--- src/rtl/ifmap_stream_tx_if.sv ---
// ifmap_stream_tx_if: bundle of everything ifmap_stream_tx exchanges with its neighbours.
//   Control side : start, base_addr, row_len, num_rows in; busy, done out.
//   Memory side  : mem_ren, mem_addr out; mem_rdata in (valid 1 cycle after mem_ren).
//   Buffer side  : buf_wen, buf_din out; buf_ready in.
//   pause        : present only when IFMAP_TX_PAUSE_EN is defined.
// modport master = transmitter (DUT) view, modport slave = environment view.
interface ifmap_stream_tx_if #(
  parameter int ELEMENT_WIDTH = 16,
  parameter int ADDR_WIDTH    = 10,
  parameter int LEN_WIDTH     = 8
);
  logic                     start;
  logic [ADDR_WIDTH-1:0]    base_addr;
  logic [LEN_WIDTH-1:0]     row_len;
  logic [LEN_WIDTH-1:0]     num_rows;
  logic                     mem_ren;
  logic [ADDR_WIDTH-1:0]    mem_addr;
  logic [ELEMENT_WIDTH-1:0] mem_rdata;
  logic                     buf_ready;
  logic                     buf_wen;
  logic [ELEMENT_WIDTH+1:0] buf_din;
  logic                     busy;
  logic                     done;
`ifdef IFMAP_TX_PAUSE_EN
  logic                     pause;
`endif

  modport master (
`ifdef IFMAP_TX_PAUSE_EN
    input  pause,
`endif
    input  start, base_addr, row_len, num_rows, mem_rdata, buf_ready,
    output mem_ren, mem_addr, buf_wen, buf_din, busy, done
  );

  modport slave (
`ifdef IFMAP_TX_PAUSE_EN
    output pause,
`endif
    output start, base_addr, row_len, num_rows, mem_rdata, buf_ready,
    input  mem_ren, mem_addr, buf_wen, buf_din, busy, done
  );
endinterface

--- src/rtl/ifmap_stream_tx.sv ---
// ifmap_stream_tx: walks an IFMAP region row-major out of a synchronous memory
// and writes each element into the PE input buffer as {start, end, data}.
// The start bit marks column 0 of a row and the end bit marks the last column.
// Ports:
//   clk  - rising-edge clock
//   rst  - asynchronous reset, active low
//   bus  - ifmap_stream_tx_if.master (config/start, memory read port,
//          buffer write port, busy/done status)
// Optional feature macro: IFMAP_TX_PAUSE_EN adds bus.pause, which holds the
// FSM in READ (with mem_ren low) for as long as it is high.
module ifmap_stream_tx #(
  parameter int ELEMENT_WIDTH = 16,
  parameter int ADDR_WIDTH    = 10,
  parameter int LEN_WIDTH     = 8
) (
  input  logic                  clk,
  input  logic                  rst,
  ifmap_stream_tx_if.master     bus
);

  typedef enum logic [2:0] {IDLE, READ, LATCH, PUSH, DONE} state_e;

  state_e                   state_q;
  logic [ADDR_WIDTH-1:0]    cur_addr_q;
  logic [LEN_WIDTH-1:0]     col_q, row_q;
  logic [LEN_WIDTH-1:0]     row_len_q, num_rows_q;
  logic [ELEMENT_WIDTH-1:0] data_q;

  logic last_col, last_row, wr, rd_go;

  // row_len_q is non-zero whenever these are used (zero sizes skip to DONE).
  assign last_col = (col_q == row_len_q - LEN_WIDTH'(1));
  assign last_row = (row_q == num_rows_q - LEN_WIDTH'(1));
  assign wr       = (state_q == PUSH) && bus.buf_ready;

`ifdef IFMAP_TX_PAUSE_EN
  assign rd_go = !bus.pause;
`else
  assign rd_go = 1'b1;
`endif

  always_ff @(posedge clk or negedge rst) begin
    if (!rst) begin
      state_q    <= IDLE;
      cur_addr_q <= '0;
      col_q      <= '0;
      row_q      <= '0;
      row_len_q  <= '0;
      num_rows_q <= '0;
      data_q     <= '0;
    end else begin
      case (state_q)
        IDLE: if (bus.start) begin
          cur_addr_q <= bus.base_addr;
          row_len_q  <= bus.row_len;
          num_rows_q <= bus.num_rows;
          col_q      <= '0;
          row_q      <= '0;
          state_q    <= (bus.row_len == '0 || bus.num_rows == '0) ? DONE : READ;
        end
        READ:  if (rd_go) state_q <= LATCH;
        LATCH: begin
          data_q  <= bus.mem_rdata;
          state_q <= PUSH;
        end
        PUSH: if (bus.buf_ready) begin
          cur_addr_q <= cur_addr_q + ADDR_WIDTH'(1);
          if (last_col) begin
            col_q <= '0;
            row_q <= row_q + LEN_WIDTH'(1);
          end else begin
            col_q <= col_q + LEN_WIDTH'(1);
          end
          state_q <= (last_row && last_col) ? DONE : READ;
        end
        DONE:    state_q <= IDLE;
        default: state_q <= IDLE;
      endcase
    end
  end

  // Outputs decode the state register; buf_din is zeroed outside PUSH so the
  // reset-cleared column (col==0) does not leak a start bit.
  assign bus.mem_ren  = (state_q == READ) && rd_go;
  assign bus.mem_addr = (state_q == READ) ? cur_addr_q : '0;
  assign bus.buf_wen  = wr;
  assign bus.buf_din  = (state_q == PUSH) ? {col_q == '0, last_col, data_q} : '0;
  assign bus.busy     = (state_q != IDLE);
  assign bus.done     = (state_q == DONE);

endmodule
--- src/flat_wrapper.sv ---
// flat-port wrapper written by rule: the top's interface ports become plain ports
module ifmap_stream_tx_flat 
#(
  parameter int ELEMENT_WIDTH = 16,
  parameter int ADDR_WIDTH    = 10,
  parameter int LEN_WIDTH     = 8
)
  (clk, rst, bus_start, bus_base_addr, bus_row_len, bus_num_rows, bus_mem_rdata, bus_buf_ready, bus_mem_ren, bus_mem_addr, bus_buf_wen, bus_buf_din, bus_busy, bus_done);
  ifmap_stream_tx_if #(.ELEMENT_WIDTH(ELEMENT_WIDTH), .ADDR_WIDTH(ADDR_WIDTH), .LEN_WIDTH(LEN_WIDTH)) bus_i ();
  input  logic clk;
  input  logic rst;
  input wire logic [$bits(bus_i.start)-1:0] bus_start;
  input wire logic [$bits(bus_i.base_addr)-1:0] bus_base_addr;
  input wire logic [$bits(bus_i.row_len)-1:0] bus_row_len;
  input wire logic [$bits(bus_i.num_rows)-1:0] bus_num_rows;
  input wire logic [$bits(bus_i.mem_rdata)-1:0] bus_mem_rdata;
  input wire logic [$bits(bus_i.buf_ready)-1:0] bus_buf_ready;
  output wire logic [$bits(bus_i.mem_ren)-1:0] bus_mem_ren;
  output wire logic [$bits(bus_i.mem_addr)-1:0] bus_mem_addr;
  output wire logic [$bits(bus_i.buf_wen)-1:0] bus_buf_wen;
  output wire logic [$bits(bus_i.buf_din)-1:0] bus_buf_din;
  output wire logic [$bits(bus_i.busy)-1:0] bus_busy;
  output wire logic [$bits(bus_i.done)-1:0] bus_done;
  assign bus_i.start = bus_start;
  assign bus_i.base_addr = bus_base_addr;
  assign bus_i.row_len = bus_row_len;
  assign bus_i.num_rows = bus_num_rows;
  assign bus_i.mem_rdata = bus_mem_rdata;
  assign bus_i.buf_ready = bus_buf_ready;
  assign bus_mem_ren = bus_i.mem_ren;
  assign bus_mem_addr = bus_i.mem_addr;
  assign bus_buf_wen = bus_i.buf_wen;
  assign bus_buf_din = bus_i.buf_din;
  assign bus_busy = bus_i.busy;
  assign bus_done = bus_i.done;
  ifmap_stream_tx #(.ELEMENT_WIDTH(ELEMENT_WIDTH), .ADDR_WIDTH(ADDR_WIDTH), .LEN_WIDTH(LEN_WIDTH)) u_core (.clk(clk), .rst(rst), .bus(bus_i));
endmodule
--- config.mk ---
export PLATFORM = sky130hd
export DESIGN_NAME = ifmap_stream_tx_flat
export DESIGN_NICKNAME = d
export VERILOG_FILES = /design/src/rtl/ifmap_stream_tx_if.sv /design/src/rtl/ifmap_stream_tx.sv /design/src/flat_wrapper.sv
export SDC_FILE = /design/constraint.sdc
export NUM_CORES = 1
export LEC_CHECK = 0
export CORE_MARGIN = 2
export CORE_UTILIZATION = 46
export CTS_CLUSTER_SIZE = 12
export DETAILED_ROUTE_END_ITERATION = 8
export HOLD_SLACK_MARGIN = 0.1
export PLACE_DENSITY = 0.73
export SETUP_SLACK_MARGIN = 0.2
export SLEW_MARGIN = 10
export SYNTH_ARGS = -nofsm -noshare
export SYNTH_HDL_FRONTEND = slang
export SYNTH_SLANG_ARGS = --single-unit
--- constraint.sdc ---
create_clock -name clk -period 2.9 [get_ports clk]
set_input_delay 0.435 -clock clk [delete_from_list [all_inputs] [get_ports clk]]
set_output_delay 0.435 -clock clk [all_outputs]
set_load 0.05 [all_outputs]
==> reports/metrics.cfg <==
[run_status]
outcome = finished, violations left
violations = setup timing

[yosys]
syn_nets = 461
ys_ff_latch = 61
synth.top_cells.by_count = nand2_1 (69), dfrtp_1 (61), and2_1 (30)
postSynthAreaPerCell_um2 = 8.856
seq_area_frac_synth_pct = 42.14
synth_top_area_share_pct = 42.14
synth_area_leader_cell = dfrtp_1
synthTopCellsByArea = dfrtp_1 (42%), nand2_1 (7.2%), and2_1 (5.2%), mux2_2 (5.0%), xnor2_1 (3.9%)
synth-edff-count = 0
synth.most_common_cell = nand2_1
syn-cell-area_um2 = 3622
synthCells = 409
yosysWarnings = 0
synth-main-ff-cell = dfrtp_1
synth_cell_types = 53
async_flop_share_pct = 100.0

[cells_and_area]
areaGrowthSynthToFinish_pct = 42.90
fin_nets = 551
design_area_um2 = 5176
fin_cells = 606
diodes = 0
drive_gt1_share_pct = 25.00

[drt]
wl_per_cell_um = 15.64
drt_iter0_markers = 297
drt.antenna.violating_nets = 0
firstDrtPassIters = 5
drc = 0
totalWireLength_um = 9479
avgViaCountPerCell = 5.658
dr_total_vias = 3429

[clock_tree]
cts.sinks = 61
clockBufferDepth = 2
cts_tree = yes
cts-root-buf = clkbuf_8
numCtsBuffers = 9
cts_hold_buf = 0
clk_pin_slew_ps = 70
htreeDepth = 3
clock_latency_ps = 330

[setup_path]
reg2reg_slack_ps = 30
r2r_end = u_core.row_q[5]
critical_path_class = reg -> out
end_kind = primary output
cp-start-kind = register
critPathArrivalTime_ps = 2540
reg2reg_from = u_core.row_len_q[1]
crit_path_max_fanout = 2
r2r_cells = 10
crit_required_ps = 2470

[timing]
setup_ws_ps = -71.21
rsz0062_at_grt = true
max_freq_mhz = 336.6
slew_headroom_pct = 49.88
fin_worst_skew_ps = 7.338
period_share_pct = 102.5
tightest_slew_ps = 751.9
report.final.hold_viol_count = 0
slew_violations = 0
setup_viol = 1
tns_ps = -71.21
fin_crit_ps = 2971

[global_route]
overflow = 0
antenna_found_initial = 0
grt_max_degree = 32
grt_pass1_vias = 3490
grt_pass1_wl_um = 15910
grt_usage_pct = 23.13

[floorplanning]
fp.dieH_um = 92.74
rows = 32
ios = 78
dieWidth_um = 92.74
start_util_pct = 47.12
dieArea_um2 = 8600
core_um2 = 7687

[power_and_ir_drop]
p_sw_share_pct = 44.24
vdd_drop_max_mv = 0.7588
power_switching_mw = 2.595
leakage_nw = 2.129
p_int_mw = 3.271
comb_power_share_pct = 57.2
seqPwrFrac_pct = 26.7
power_mw = 5.867
pwr_density_cell_nw_per_um2 = 1133
clkPwrFrac_pct = 16.1

[run]
drv_cap = 0

[placed_design]
hpwlAfterDp_um = 6338
placed_cell_area_um2 = 4639
globalplace.congestion = 0.8036
placedCellCount = 576
port_buffers = 77

[worst_hold_path]
hold_class = in -> async

-- power groups by stage --
| stage | Clock, mW | Sequential (mW) | Combinational [mW] |
|---|---|---|---|
| floorplan | 0 | 1.43 | 2.17 |
| CTS | 0.960 | 1.55 | 3.27 |
| global route | 1.01 | 1.63 | 3.61 |
| global placement | 0 | 1.54 | 3.05 |
| detailed placement | 0 | 1.56 | 3.11 |
| finish | 0.946 | 1.56 | 3.36 |
-- through the flow --
stage | util, % | setup WS (ps) | hold slack, ps
2_1_floorplan | - | 55.85 | 139.4
3_3_place_gp | 60.35 | 90.52 | 481.2
3_5_place_dp | 60.35 | 18.63 | 487.5
4_1_cts | 65.85 | -152.1 | 175.0
5_1_grt | 67.33 | -180.7 | 218.6
6_report | 67.33 | -71.21 | 157.0
-- metal layers --
metal	vias up	track usage [%]	share of wire, %
li1	1630	-	-
met1	1649	28.76	44
met2	133	38.02	47
met3	17	6.998	8.1
met4	0	8.701	1.5
met5	-	0	0
-- cell usage in the layout, fill, tap and decap left out, types with 16 or more instances in the layout --
cell             count
nand2_1             68
buf_12              16
o21ai_0             16
xnor2_1             16
clkdlybuf4s50_1     46
nor2_1              16
mux2_2              16
dfrtp_1             61
and2_1              30
a21oi_1             17
buf_4               32
-- registers in the layout (all words and copies together) (netlist names) --
name	count
u_core.data_q	16
u_core.cur_addr_q	10
u_core.col_q	8
u_core.num_rows_q	8
u_core.row_len_q	8
u_core.row_q	8
u_core.state_q	3
-- timing repair --
| action | CTS | global route |
|---|---|---|
| buffers inserted | 11 | 3 |
| hold endpoints to repair | 0 | 0 |
| setup endpoints to repair | 14 | 26 |
| resized for setup | 31 | 22 |
| pin swaps | 26 | 6 |
-- layout make-up --
class | count | area (um^2)
clock buffers | 10 | 137.6
flip-flops and latches | 61 | 1526
multi-input cells | 311 | 2110
inverters | 14 | 52.55
clock inverters | 6 | 110.1
repair buffers | 102 | 1112
well taps | 102 | 127.6
fillers | 631 | 2511
-- worst max-delay path, cell delays in order (launching register included) --
cell	delay, ps
dfrtp_1	390
inv_2	80
ha_4	130
or3b_4	370
or4_4	450
a2111oi_4	350
o211ai_4	160
nor2_4	130
buf_12	140
-- logic make-up after synthesis --
| family | Yosys count | synth area share [%] |
|---|---|---|
| AOI/OAI and AO/OA | 83 | 15.13 |
| muxes | 17 | 5.250 |
| buffers and inverters | 37 | 3.834 |
| DFF | 61 | 42.14 |
| xor gates and xnor gates | 19 | 4.594 |
| adders and majority gates | 6 | 2.072 |
| and+or+nand+nor | 186 | 26.98 |
-- worst max-delay path by stage --
stage | to | startpoint | slack, ps
finish | bus_buf_din[16] | u_core.row_len_q[1] | -70
global route | bus_buf_din[16] | u_core.row_len_q[0] | -180
CTS | bus_buf_din[16] | u_core.row_len_q[0] | -150
detailed placement | u_core.row_q[2] | u_core.row_len_q[1] | 20
global placement | u_core.state_q[2] | u_core.row_len_q[1] | 90
floorplan | bus_buf_din[16] | u_core.row_len_q[0] | 60
No activity file was read; power rests on OpenSTA's default activity.
